[src/rtl/sseg_pkg.sv]
// Shared constants for the seven-segment scan driver: active-low hex
// segment table (bit order g..a), the blank pattern and the default
// per-digit refresh period.
package sseg_pkg;

    localparam logic [6:0] SEG_BLANK = 7'h7F;

    // 1 ms per digit slot at 100 MHz
    localparam int REFRESH_COUNT_1MS = 99_999;

    localparam logic [6:0] HEX_SEG_TABLE [16] = '{
        7'h40, // 0
        7'h79, // 1
        7'h24, // 2
        7'h30, // 3
        7'h19, // 4
        7'h12, // 5
        7'h02, // 6
        7'h78, // 7
        7'h00, // 8
        7'h10, // 9
        7'h08, // A
        7'h03, // b
        7'h46, // C
        7'h21, // d
        7'h06, // E
        7'h0E  // F
    };

endpackage

[src/rtl/hex_to_sseg.sv]
// Combinational nibble-to-segment lookup (active-low, g..a).
module hex_to_sseg
    import sseg_pkg::*;
(
    input  logic [3:0] nibble,
    output logic [6:0] seg
);

    assign seg = HEX_SEG_TABLE[nibble];

endmodule

[src/rtl/sseg_scan_driver.sv]
// Time-multiplexed seven-segment driver. A refresh counter divides each
// digit slot, a digit index scans the display, and all rendering comes from
// shadow registers that are reloaded only at a frame boundary so a frame is
// never drawn from a mix of old and new inputs.
module sseg_scan_driver
    import sseg_pkg::*;
#(
    parameter int N_DIGITS      = 8,
    parameter int REFRESH_COUNT = REFRESH_COUNT_1MS,
    parameter int CNT_W         = 17
) (
    input  logic                    clk,
    input  logic                    reset,
    input  logic [4*N_DIGITS-1:0]   data,
    input  logic [N_DIGITS-1:0]     dp_in,
    input  logic [N_DIGITS-1:0]     digit_en,
    input  logic                    lz_blank,
    input  logic                    update,
    output logic [6:0]              SSEG,
    output logic [N_DIGITS-1:0]     AN,
    output logic                    DP,
    output logic                    frame_done
);

    localparam int                IDX_W    = (N_DIGITS > 1) ? $clog2(N_DIGITS) : 1;
    localparam logic [CNT_W-1:0]  CNT_LAST = CNT_W'(REFRESH_COUNT);
    localparam logic [IDX_W-1:0]  IDX_LAST = IDX_W'(N_DIGITS - 1);

    logic [CNT_W-1:0]       refresh_cnt;
    logic [IDX_W-1:0]       digit_idx;
    logic                   tick;
    logic                   pending;

    logic [4*N_DIGITS-1:0]  shadow_data;
    logic [N_DIGITS-1:0]    shadow_dp;
    logic [N_DIGITS-1:0]    shadow_en;
    logic                   shadow_lz;

    logic [N_DIGITS-1:0]    digit_on;
    logic                   zero_run;

    logic [3:0]             sel_nibble;
    logic [6:0]             sel_seg;
    logic                   sel_on;
    logic                   sel_dp;

    // tick marks the final cycle of a digit slot; frame_done is the tick of the last slot
    assign tick       = (refresh_cnt == CNT_LAST);
    assign frame_done = tick && (digit_idx == IDX_LAST);

    // Refresh counter and digit scan index
    always_ff @(posedge clk) begin
        if (reset) begin
            refresh_cnt <= '0;
            digit_idx   <= '0;
        end else if (tick) begin
            refresh_cnt <= '0;
            digit_idx   <= (digit_idx == IDX_LAST) ? '0 : digit_idx + 1'b1;
        end else begin
            refresh_cnt <= refresh_cnt + 1'b1;
        end
    end

    // Pending request and frame-boundary capture into the shadow registers;
    // an update on the boundary cycle itself is folded into that capture
    always_ff @(posedge clk) begin
        if (reset) begin
            pending     <= 1'b0;
            shadow_data <= '0;
            shadow_dp   <= '0;
            shadow_en   <= '0;
            shadow_lz   <= 1'b0;
        end else if (frame_done) begin
            if (pending || update) begin
                shadow_data <= data;
                shadow_dp   <= dp_in;
                shadow_en   <= digit_en;
                shadow_lz   <= lz_blank;
            end
            pending <= 1'b0;
        end else if (update) begin
            pending <= 1'b1;
        end
    end

    // Leading-zero suppression: walk from the leftmost digit while every digit seen is a bare zero
    always_comb begin
        zero_run = 1'b1;
        digit_on = '0;
        for (int i = N_DIGITS - 1; i >= 0; i--) begin
            zero_run    = zero_run && (shadow_data[4*i +: 4] == 4'h0) && !shadow_dp[i];
            digit_on[i] = shadow_en[i] && !(shadow_lz && (i > 0) && zero_run);
        end
    end

    assign sel_nibble = shadow_data[{digit_idx, 2'b00} +: 4];
    assign sel_on     = digit_on[digit_idx];
    assign sel_dp     = shadow_dp[digit_idx];

    hex_to_sseg u_hex_to_sseg (
        .nibble (sel_nibble),
        .seg    (sel_seg)
    );

    // Registered active-low outputs; anodes are released on the slot's last cycle to avoid ghosting
    always_ff @(posedge clk) begin
        if (reset) begin
            SSEG <= SEG_BLANK;
            AN   <= '1;
            DP   <= 1'b1;
        end else begin
            if (sel_on) begin
                SSEG <= sel_seg;
                DP   <= ~sel_dp;
            end else begin
                SSEG <= SEG_BLANK;
                DP   <= 1'b1;
            end
            if (sel_on && !tick) begin
                AN <= ~(N_DIGITS'(1) << digit_idx);
            end else begin
                AN <= '1;
            end
        end
    end

endmodule
[config.mk]
export PLATFORM = sky130hd
export DESIGN_NAME = sseg_scan_driver
export DESIGN_NICKNAME = d
export VERILOG_FILES = /design/src/rtl/sseg_pkg.sv /design/src/rtl/hex_to_sseg.sv /design/src/rtl/sseg_scan_driver.sv
export SDC_FILE = /design/constraint.sdc
export NUM_CORES = 1
export LEC_CHECK = 0
export ABC_CLOCK_PERIOD_IN_PS = 2500
export CAP_MARGIN = 15
export CORE_MARGIN = 4
export CORE_UTILIZATION = 48
export DETAILED_ROUTE_END_ITERATION = 10
export GPL_ROUTABILITY_DRIVEN = 1
export PLACE_DENSITY = 0.84
export SYNTH_ARGS = -nofsm -noshare
export SYNTH_HDL_FRONTEND = slang
export SYNTH_SLANG_ARGS = --single-unit
[constraint.sdc]
create_clock -name clk -period 2.5 [get_ports clk]
set_input_delay 0.5 -clock clk [delete_from_list [all_inputs] [get_ports clk]]
set_output_delay 0.5 -clock clk [all_outputs]
set_load 0.01 [all_outputs]
==> impl_metrics.toml <==
[status]
status = "finished, final reports clean"

[setup_path]
critPathMaxFanout = 11
required_ns = 2.75
crit_type = "reg -> reg"
cp-end-kind = "flop"
worstPathArrival_ns = 2.61
worstSetupStartpointType = "flop"

[worst_hold_path]
hp-class = "reg -> reg"

[clock_network]
cts_buffers = 9
numClockSinks = 86
clkLatencyLatePin_ns = 0.36
cts_setup_buffers = 0
clock_path_buffers = 2
tritoncts = "yes"
clockRootBuffer = "clkbuf_8"
clk_pin_slew_ns = 0.08
cts.htree.levels = 3

[timing]
worst_pin_slew_ns = 0.5953
max_freq_mhz = 424.4
finalMaxSlewViolations = 0
fin_setup_tns_ns = 0
fin_skew_ns = 0.009173
period_needed_ns = 2.356
slew_headroom_pct = 60.32
period_share_pct = 94.26
hold_viol_final = 0
setup_viol = 0
rsz0062_at_grt = "no"

[synthesis]
syn-cell-area_um2 = 3948
ys.flop_type = "dfxtp_1"
synth_warnings = 0
yosysMostFrequentCell = "nand2_1"
synth.avg_cell_area_um2 = 8.695
synth_cell_type_count = 48
synth_edf_count = 0
ys_seq_area_share_pct = 43.61
yosysTopAreaCell = "dfxtp_1"
yosysTopAreaCellShare_pct = 43.61
yosys-top-cells-area = "dfxtp_1, nand2_1, a21oi_1, mux4_2, ha_1"
synth_fp_nets = 519
syn_inst = 454
ys_ff_latch = 86
synthArstFlopShare_pct = 0
ys_top_cells_by_count = "nand2_1, dfxtp_1, a21oi_1"

[placement]
port_buffers = 68
place_area_um2 = 4793
hpwl_mm = 6.748
place_congestion = 0.8737

[global_routing]
grt.overflow.total = 0
track_usage_pct = 19.32
grt_first_pass_wirelength_mm = 15.24
grt_pass1_vias = 3338
grt_max_degree = 53
antenna_found_initial = 0

[floorplan]
die_x_um = 98.69
die_h_um = 98.69
die_area_um2 = 9739
start_util_pct = 50.30
io_pins = 69
core_area_um2 = 7848
row_count = 32

[finish]
fill_cells = 648
drive_gt1_share_pct = 14.99
n_antenna_cell = 0
nets = 587
syn2layout_area_growth_pct = 27.48
fin_area_um2 = 5032

[drt]
dr.pass1.iters = 5
routed_wl_mm = 9.227
drt_iter0_drc = 163
ant_nets = 0
drc = 0
wl_per_cell_um = 14.67
vias = 3449
viasPerCell = 5.483

[power_and_ir_drop]
peakVddDrop_v = 0.0002728
leakagePower_uw = 0.001811
pwr_density_cell_nw_per_um2 = 509.6

[job]
maxCapViolations = 0
-- power breakdown --
part	switching, uW	total (uW)	internal [uW]
Clock	480	1070	588
Sequential	4.81	1380	1370
Combinational	40.9	118	77.0
-- cell usage in the layout, fill, tap and decap left out, types with 5 or more instances in the layout --
| master | instances |
|---|---|
| inv_1 | 8 |
| clkdlybuf4s50_1 | 66 |
| a21oi_1 | 50 |
| mux2i_1 | 5 |
| ha_1 | 12 |
| buf_4 | 15 |
| nand2_2 | 10 |
| nand4_1 | 9 |
| mux4_2 | 11 |
| nand3_1 | 14 |
| xor2_1 | 9 |
| nor2_1 | 29 |
| nand2_1 | 104 |
| clkbuf_8 | 10 |
| nor4_1 | 5 |
| o21ai_0 | 8 |
| dfxtp_1 | 85 |
| a21oi_2 | 8 |
| or4_1 | 7 |
-- cell families after synthesis --
| logic type | Yosys count | synth area share [%] |
|---|---|---|
| AO/OA/AOI/OAI | 80 | 11.82 |
| XOR/XNOR | 13 | 2.884 |
| adder cells (fa/ha/maj) | 13 | 4.121 |
| buffers and inverters | 37 | 4.215 |
| flip-flops | 86 | 43.61 |
| multiplexers | 22 | 9.192 |
| AND/OR/NAND/NOR | 203 | 24.15 |
-- final timing paths --
kind                              startpoint           end  slack [ns]  cells past startpoint
worst max-delay path            digit_idx[0]       SSEG[3]        0.14                      9
worst min-delay path            shadow_en[2]  shadow_en[2]        0.46                      2
worst max register to register  digit_idx[0]       SSEG[3]        0.14                      9
worst min register to register  shadow_en[2]  shadow_en[2]        0.46                      2
-- layer usage --
| metal | part of all wire, % | global-route usage, % | vias up |
|---|---|---|---|
| met1 | 44 | 23.61 | 1625 |
| met3 | 5.2 | 4.671 | 16 |
| met4 | 1.8 | 6.723 | 0 |
| met5 | 0 | 0 | - |
| li1 | - | - | 1708 |
| met2 | 50 | 33.28 | 100 |
-- cell type report --
cell class | count | area [um2] | share of cell area (%)
Multi-Input combinational cell | 331 | 2106 | 41.84
Sequential cell | 86 | 1723 | 34.24
Timing Repair Buffer | 85 | 827.0 | 16.43
Clock buffer | 12 | 145.1 | 2.884
Tap cell | 102 | 127.6 | 2.536
Clock inverter | 4 | 70.07 | 1.392
Inverter | 9 | 33.78 | 0.6713
-- sequential cells by signal, summed over array words and instances, names as in the netlist --
| name | cells |
|---|---|
| shadow_en | 8 |
| shadow_data | 32 |
| DP | 1 |
| digit_idx | 3 |
| pending | 1 |
| AN | 8 |
| SSEG | 7 |
| shadow_dp | 8 |
| shadow_lz | 1 |
| refresh_cnt | 17 |
-- critical path: stages (launching register included) --
cell and delay [ns]:
dfxtp_2 0.37, buf_12 0.15, mux4_2 0.54, mux2i_2 0.20
buf_4 0.18, ha_1 0.14, inv_1 0.05, mux4_2 0.44
nor2_1 0.12, nand2_1 0.06
-- stage by stage --
stage / util [%] / hold WS (ns) / total power (uW) / cells / setup WS, ns
6_report: 64.13 / 0.4632 / 2564 / 629 / 0.1436
2_1_floorplan: - / 0.4269 / 1439 / 454 / 0.02544
5_1_grt: 64.13 / 0.4812 / 2641 / 629 / 0.004204
4_1_cts: 63.89 / 0.4626 / 2575 / 629 / 0.07057
3_5_place_dp: 61.08 / 0.4509 / 1527 / 613 / 0.1024
3_3_place_gp: 61.08 / 0.4378 / 1524 / 613 / 0.1506
-- what timing repair did --
item,CTS,global route
endpoints found under the hold margin,0,0
resized for setup,2,4
endpoints found under the setup margin,1,2
pin swaps,0,2
hold buffers,0,0
(Power assumes the default switching activity.)
